### config.mk
export PLATFORM = sky130hd
export DESIGN_NAME = cr_huf_comp_st_fsm_nbuf
export DESIGN_NICKNAME = d
export VERILOG_FILES = /design/src/rtl/cr_huf_comp_st_fsm_nbuf.sv
export SDC_FILE = /design/constraint.sdc
export NUM_CORES = 1
export LEC_CHECK = 0
export BUFFER_PORTS_ARGS = -buffer_cell sky130_fd_sc_hd__buf_2
export CAP_MARGIN = 20
export CORE_MARGIN = 1
export CORE_UTILIZATION = 49
export CTS_CLUSTER_DIAMETER = 120
export CTS_CLUSTER_SIZE = 40
export DETAILED_ROUTE_END_ITERATION = 10
export GPL_ROUTABILITY_DRIVEN = 0
export PLACE_DENSITY = 0.76
export SLEW_MARGIN = 20
export SYNTH_ARGS = -nofsm -noshare
export SYNTH_HDL_FRONTEND = slang
export SYNTH_SLANG_ARGS = --single-unit
### constraint.sdc
create_clock -name clk -period 1.9 [get_ports clk]
set_input_delay 0.19 -clock clk [delete_from_list [all_inputs] [get_ports clk]]
set_output_delay 0.19 -clock clk [all_outputs]
set_load 0.05 [all_outputs]
### src/rtl/cr_huf_comp_st_fsm_nbuf.sv
// N_BUF-deep symbol-table handoff controller between the TW/ST LUT writers and the SA reader.
// Define CR_HUF_COMP_ST_FSM_ERR_EN to generate the st_err illegal-event pulse; otherwise st_err is tied low.

package cr_huf_comp_st_fsm_nbuf_pkg;
   typedef enum logic [1:0] {
      ST_IDLE       = 2'd0,
      START_STCL    = 2'd1,
      RDY_TO_SA     = 2'd2,
      TBL_RDY_TO_SA = 2'd3
   } e_st_state;
endpackage

module cr_huf_comp_st_fsm_nbuf
   import cr_huf_comp_st_fsm_nbuf_pkg::*;
#(
   parameter  int N_BUF = 2,
   localparam int IDX_W = ($clog2(N_BUF) < 1) ? 1 : $clog2(N_BUF)
) (
   input  logic             clk,
   input  logic             rst_n,
   input  logic             tw_pass_thru_rdy,
   input  logic             tw_code_rdy,
   input  logic             st_stcl_lut_wr_done,
   input  logic             st_st_lut_wr_done,
   input  logic             sa_st_read_done,
   output e_st_state        st_curr_st,
   output e_st_state        st_nxt_st,
   output e_st_state        st_bld_st,
   output logic [IDX_W-1:0] st_bld_idx,
   output logic [IDX_W-1:0] st_rd_idx,
   output logic             st_full,
   output logic             st_empty,
   output logic [IDX_W:0]   st_occ,
   output logic             st_err
);

   e_st_state        state_q [N_BUF];
   e_st_state        state_d [N_BUF];
   logic [IDX_W-1:0] bld_q, bld_d;
   logic [IDX_W-1:0] rd_q, rd_d;
   logic [IDX_W:0]   occ_q, occ_d;

   logic start_ev;
   logic start_ok;
   logic stcl_ok;
   logic lut_legal;
   logic lut_ok;
   logic rd_ok;
   logic pt_done;

   // Pointers wrap at N_BUF-1, which need not be a power of two.
   function automatic logic [IDX_W-1:0] ptr_inc(input logic [IDX_W-1:0] p);
      if (p == IDX_W'(N_BUF - 1))
         return '0;
      return p + IDX_W'(1);
   endfunction

   always_comb begin
      start_ev  = tw_pass_thru_rdy | tw_code_rdy;
      start_ok  = start_ev && (state_q[bld_q] == ST_IDLE);
      stcl_ok   = st_stcl_lut_wr_done && (state_q[bld_q] == START_STCL);
      lut_legal = st_st_lut_wr_done && (state_q[bld_q] == RDY_TO_SA);
      rd_ok     = sa_st_read_done &&
                  ((state_q[rd_q] == RDY_TO_SA) || (state_q[rd_q] == TBL_RDY_TO_SA));
      // A read-done on the build buffer swallows a same-cycle lut-done.
      lut_ok    = lut_legal && !(rd_ok && (rd_q == bld_q));
      // Pass-through table finished by SA before any lut-done: the builder moves on too.
      pt_done   = rd_ok && (rd_q == bld_q) && (state_q[rd_q] == RDY_TO_SA);
   end

   always_comb begin
      state_d = state_q;
      bld_d   = bld_q;
      rd_d    = rd_q;

      if (start_ok)
         state_d[bld_q] = tw_pass_thru_rdy ? RDY_TO_SA : START_STCL;
      if (stcl_ok)
         state_d[bld_q] = RDY_TO_SA;
      if (lut_ok) begin
         state_d[bld_q] = TBL_RDY_TO_SA;
         bld_d          = ptr_inc(bld_q);
      end
      if (rd_ok) begin
         state_d[rd_q] = ST_IDLE;
         rd_d          = ptr_inc(rd_q);
         if (pt_done)
            bld_d = ptr_inc(bld_q);
      end
   end

   always_comb begin
      occ_d = occ_q;
      unique case ({start_ok, rd_ok})
         2'b10:   occ_d = occ_q + 1'b1;
         2'b01:   occ_d = occ_q - 1'b1;
         default: occ_d = occ_q;
      endcase
   end

   always_ff @(posedge clk or negedge rst_n) begin
      if (!rst_n) begin
         for (int i = 0; i < N_BUF; i++)
            state_q[i] <= ST_IDLE;
         bld_q <= '0;
         rd_q  <= '0;
         occ_q <= '0;
      end else begin
         state_q <= state_d;
         bld_q   <= bld_d;
         rd_q    <= rd_d;
         occ_q   <= occ_d;
      end
   end

`ifdef CR_HUF_COMP_ST_FSM_ERR_EN
   logic err_d;
   logic err_q;

   always_comb begin
      err_d = (start_ev && !start_ok)             ||
              (st_stcl_lut_wr_done && !stcl_ok)   ||
              (st_st_lut_wr_done && !lut_legal)   ||
              (sa_st_read_done && !rd_ok);
   end

   always_ff @(posedge clk or negedge rst_n) begin
      if (!rst_n)
         err_q <= 1'b0;
      else
         err_q <= err_d;
   end

   assign st_err = err_q;
`else
   assign st_err = 1'b0;
`endif

   always_comb begin
      st_empty = 1'b1;
      for (int i = 0; i < N_BUF; i++)
         if (state_q[i] != ST_IDLE)
            st_empty = 1'b0;
   end

   assign st_curr_st = state_q[rd_q];
   assign st_nxt_st  = state_d[rd_q];
   assign st_bld_st  = state_q[bld_q];
   assign st_bld_idx = bld_q;
   assign st_rd_idx  = rd_q;
   assign st_full    = (state_q[bld_q] != ST_IDLE);
   assign st_occ     = occ_q;

endmodule

==> results.md <==
- GRT Total Usage: 23.2%
- WL/cell: 14.9 um
- Max Buffers Root-to-Sink: 2
- P&R area growth vs syn: 40.7%
- Yosys warns: 0
- Initial core utilization: 56.8%
- Upper clock frequency limit: 530 MHz
- Hold WS: 0.256 ns
- Residual DRC: 0
- H-tree Lvls: 1
- Most frequent cells in the layout: buf_2, buf_4, nand2_1
- Main synth FF type: dfrtp_1
- Skew final: 0.00481 ns
- Worst setup SP type: flip-flop
- Mean Syn Cell Area: 8.63 um2
- Root buf cell: clkbuf_4
- Data required, critical path: 1.71 ns
- Die footprint: 0.00153 mm2
- Slowest library cell on the worst path: dfrtp_2
- Final Slew Violations: 0
- Sink Count: 8
- Inserted Diodes: 0
- Max-cap viol count: 0
- Post-DP HPWL: 1190 um
- Seq cells post-synth: 8
- CTS tree: built
- Worst path bufs/invs: 2
- FFs w/ async S/R, synth: 100%
- Die extent in x: 39.1 um
- Mapped Cells: 78
- Crit-path max FO: 6
- Hold Fails Final Rpt: 0
- Layout cells sized above 1: 53.7%
- Largest net degree at the start of global routing: 14
- Initial antenna violation count: 0
- Clk pin slew, worst setup/hold paths: 0.06 ns
- Final setup vio count: 0
- DR vias: 691
- Post-Syn Nets: 86
- Mapped Area: 673 um2
- Post-route insts no fill: 122
- Synth cell types: 37
- Initial DRC count: 17
- CP Class: reg2out
- Status: finished clean
- Placed cells: 111
- Tmin final: 1.89 ns
- Hold WC Path Type: in2reg
- CP top delay family: compound AO/OA/AOI/OAI gates
- RSZ-0062 raised after global routing: yes
- Overflow after GRT: 0
- Top Ports: 20
- Slowest stage delay, CP: 0.43 ns
- Initial DRT Pass Iterations: 4
- Area of the core: 0.00119 mm2
- Total CTS buffers: 3
- Port Buffers: 18
- Post-synth EDFFs: 0
- Setup crit end kind: output port
- Vias in the first global route: 528
- Data arrival time of the worst path: 1.70 ns
- Via density: 5.66
- Period utilization: 99.3%
- Crit path cell chain: buf_4 -> a21oi_1 -> o311a_1 -> a21bo_2 -> o211ai_2 -> buf_6
- Register area share after synthesis: 29.7%
- Worst skew pair latency: 0.25 ns
- First-pass GRT wire length: 2370 um
- Final WL: 1810 um
- Row count: 12
- Commonest non-fill, non-tap cell in the layout: buf_2
- Die extent in y: 39.1 um
- Nets: 118
- Detail Route Antenna Nets: 0
## cells by family (layout without fill, tap and decap cells)
group / after synthesis / after routing / synth area share (%)
other: 1 / 1 / 0.557
adder cells (fa/ha/maj): 1 / 1 / 1.86
flip-flops: 8 / 8 / 29.7
XOR/XNOR: 4 / 4 / 5.21
AND/OR/NAND/NOR: 26 / 26 / 21.4
multiplexers: 4 / 4 / 6.13
AO/OA/AOI/OAI: 24 / 24 / 26.2
buffers and inverters: 10 / 40 / 8.92
## what timing repair did
item | CTS | global route
gates resized for setup | 5 | 7
pin swaps | 0 | 2
setup endpoints to repair | 2 | 3
endpoints found under the hold margin | 8 | 0
hold buffers | 1 | 0
setup buffers | 0 | 7
## cells in the mapped netlist (all sizes together), types with 3 or more instances
cell type	count	area share, %
inv	3	1.7
buf	6	6.7
nand2	10	5.6
nor2	4	2.2
dfrtp	8	30
mux2i	3	4.5
nor3b	3	4.1
a31oi	3	2.8
a21oi	4	3.0
o21ai	4	3.0
## final timing paths
path | startpoint | to | slack (ns) | cells after the start
setup reg to reg | state_q[3] | st_occ[1] | 0.14 | 6
hold reg to reg | st_occ[1] | st_occ[1] | 0.48 | 1
max in group asynchronous | rst_n | state_q[3] | 1.41 | 2
setup / recovery | st_rd_idx | st_nxt_st[0] | 0.01 | 6
hold / removal | sa_st_read_done | state_q[0] | 0.26 | 2
min in group asynchronous | rst_n | state_q[2] | 0.30 | 2
## layer usage
metal | part of all wire (%) | track usage [%]
met5 | 0 | 0
met3 | 6.7 | 4.05
met4 | 0 | 4.31
met1 | 43 | 32.0
met2 | 51 | 37.5
## area by class of cell
cell class | count | area (um2)
multi-input cells | 60 | 468
repair buffers | 34 | 223
fillers | 89 | 239
clock buffers | 3 | 22.5
well taps | 14 | 17.5
inverters | 3 | 11.3
flip-flops and latches | 8 | 205
## through the flow
stage | setup slack (ns) | instance area, um2 | setup TNS (ns) | utilization [%]
floorplan | -0.0569 | 709 | -0.0569 | -
global placement | 0.0324 | 823 | 0 | 69.4
detailed placement | 0.0457 | 823 | 0 | 69.4
CTS | -0.0204 | 872 | -0.0245 | 73.5
global route | -0.0500 | 947 | -0.0777 | 79.9
finish | 0.0130 | 947 | 0 | 79.9
## sequential cells by signal, indices dropped and copies added (netlist names)
register	cells
state_q	4
st_bld_idx	1
st_occ	2
st_rd_idx	1
Power is not shown: default switching activity piles up to over one toggle a cycle in this logic, so the estimate is an artifact.
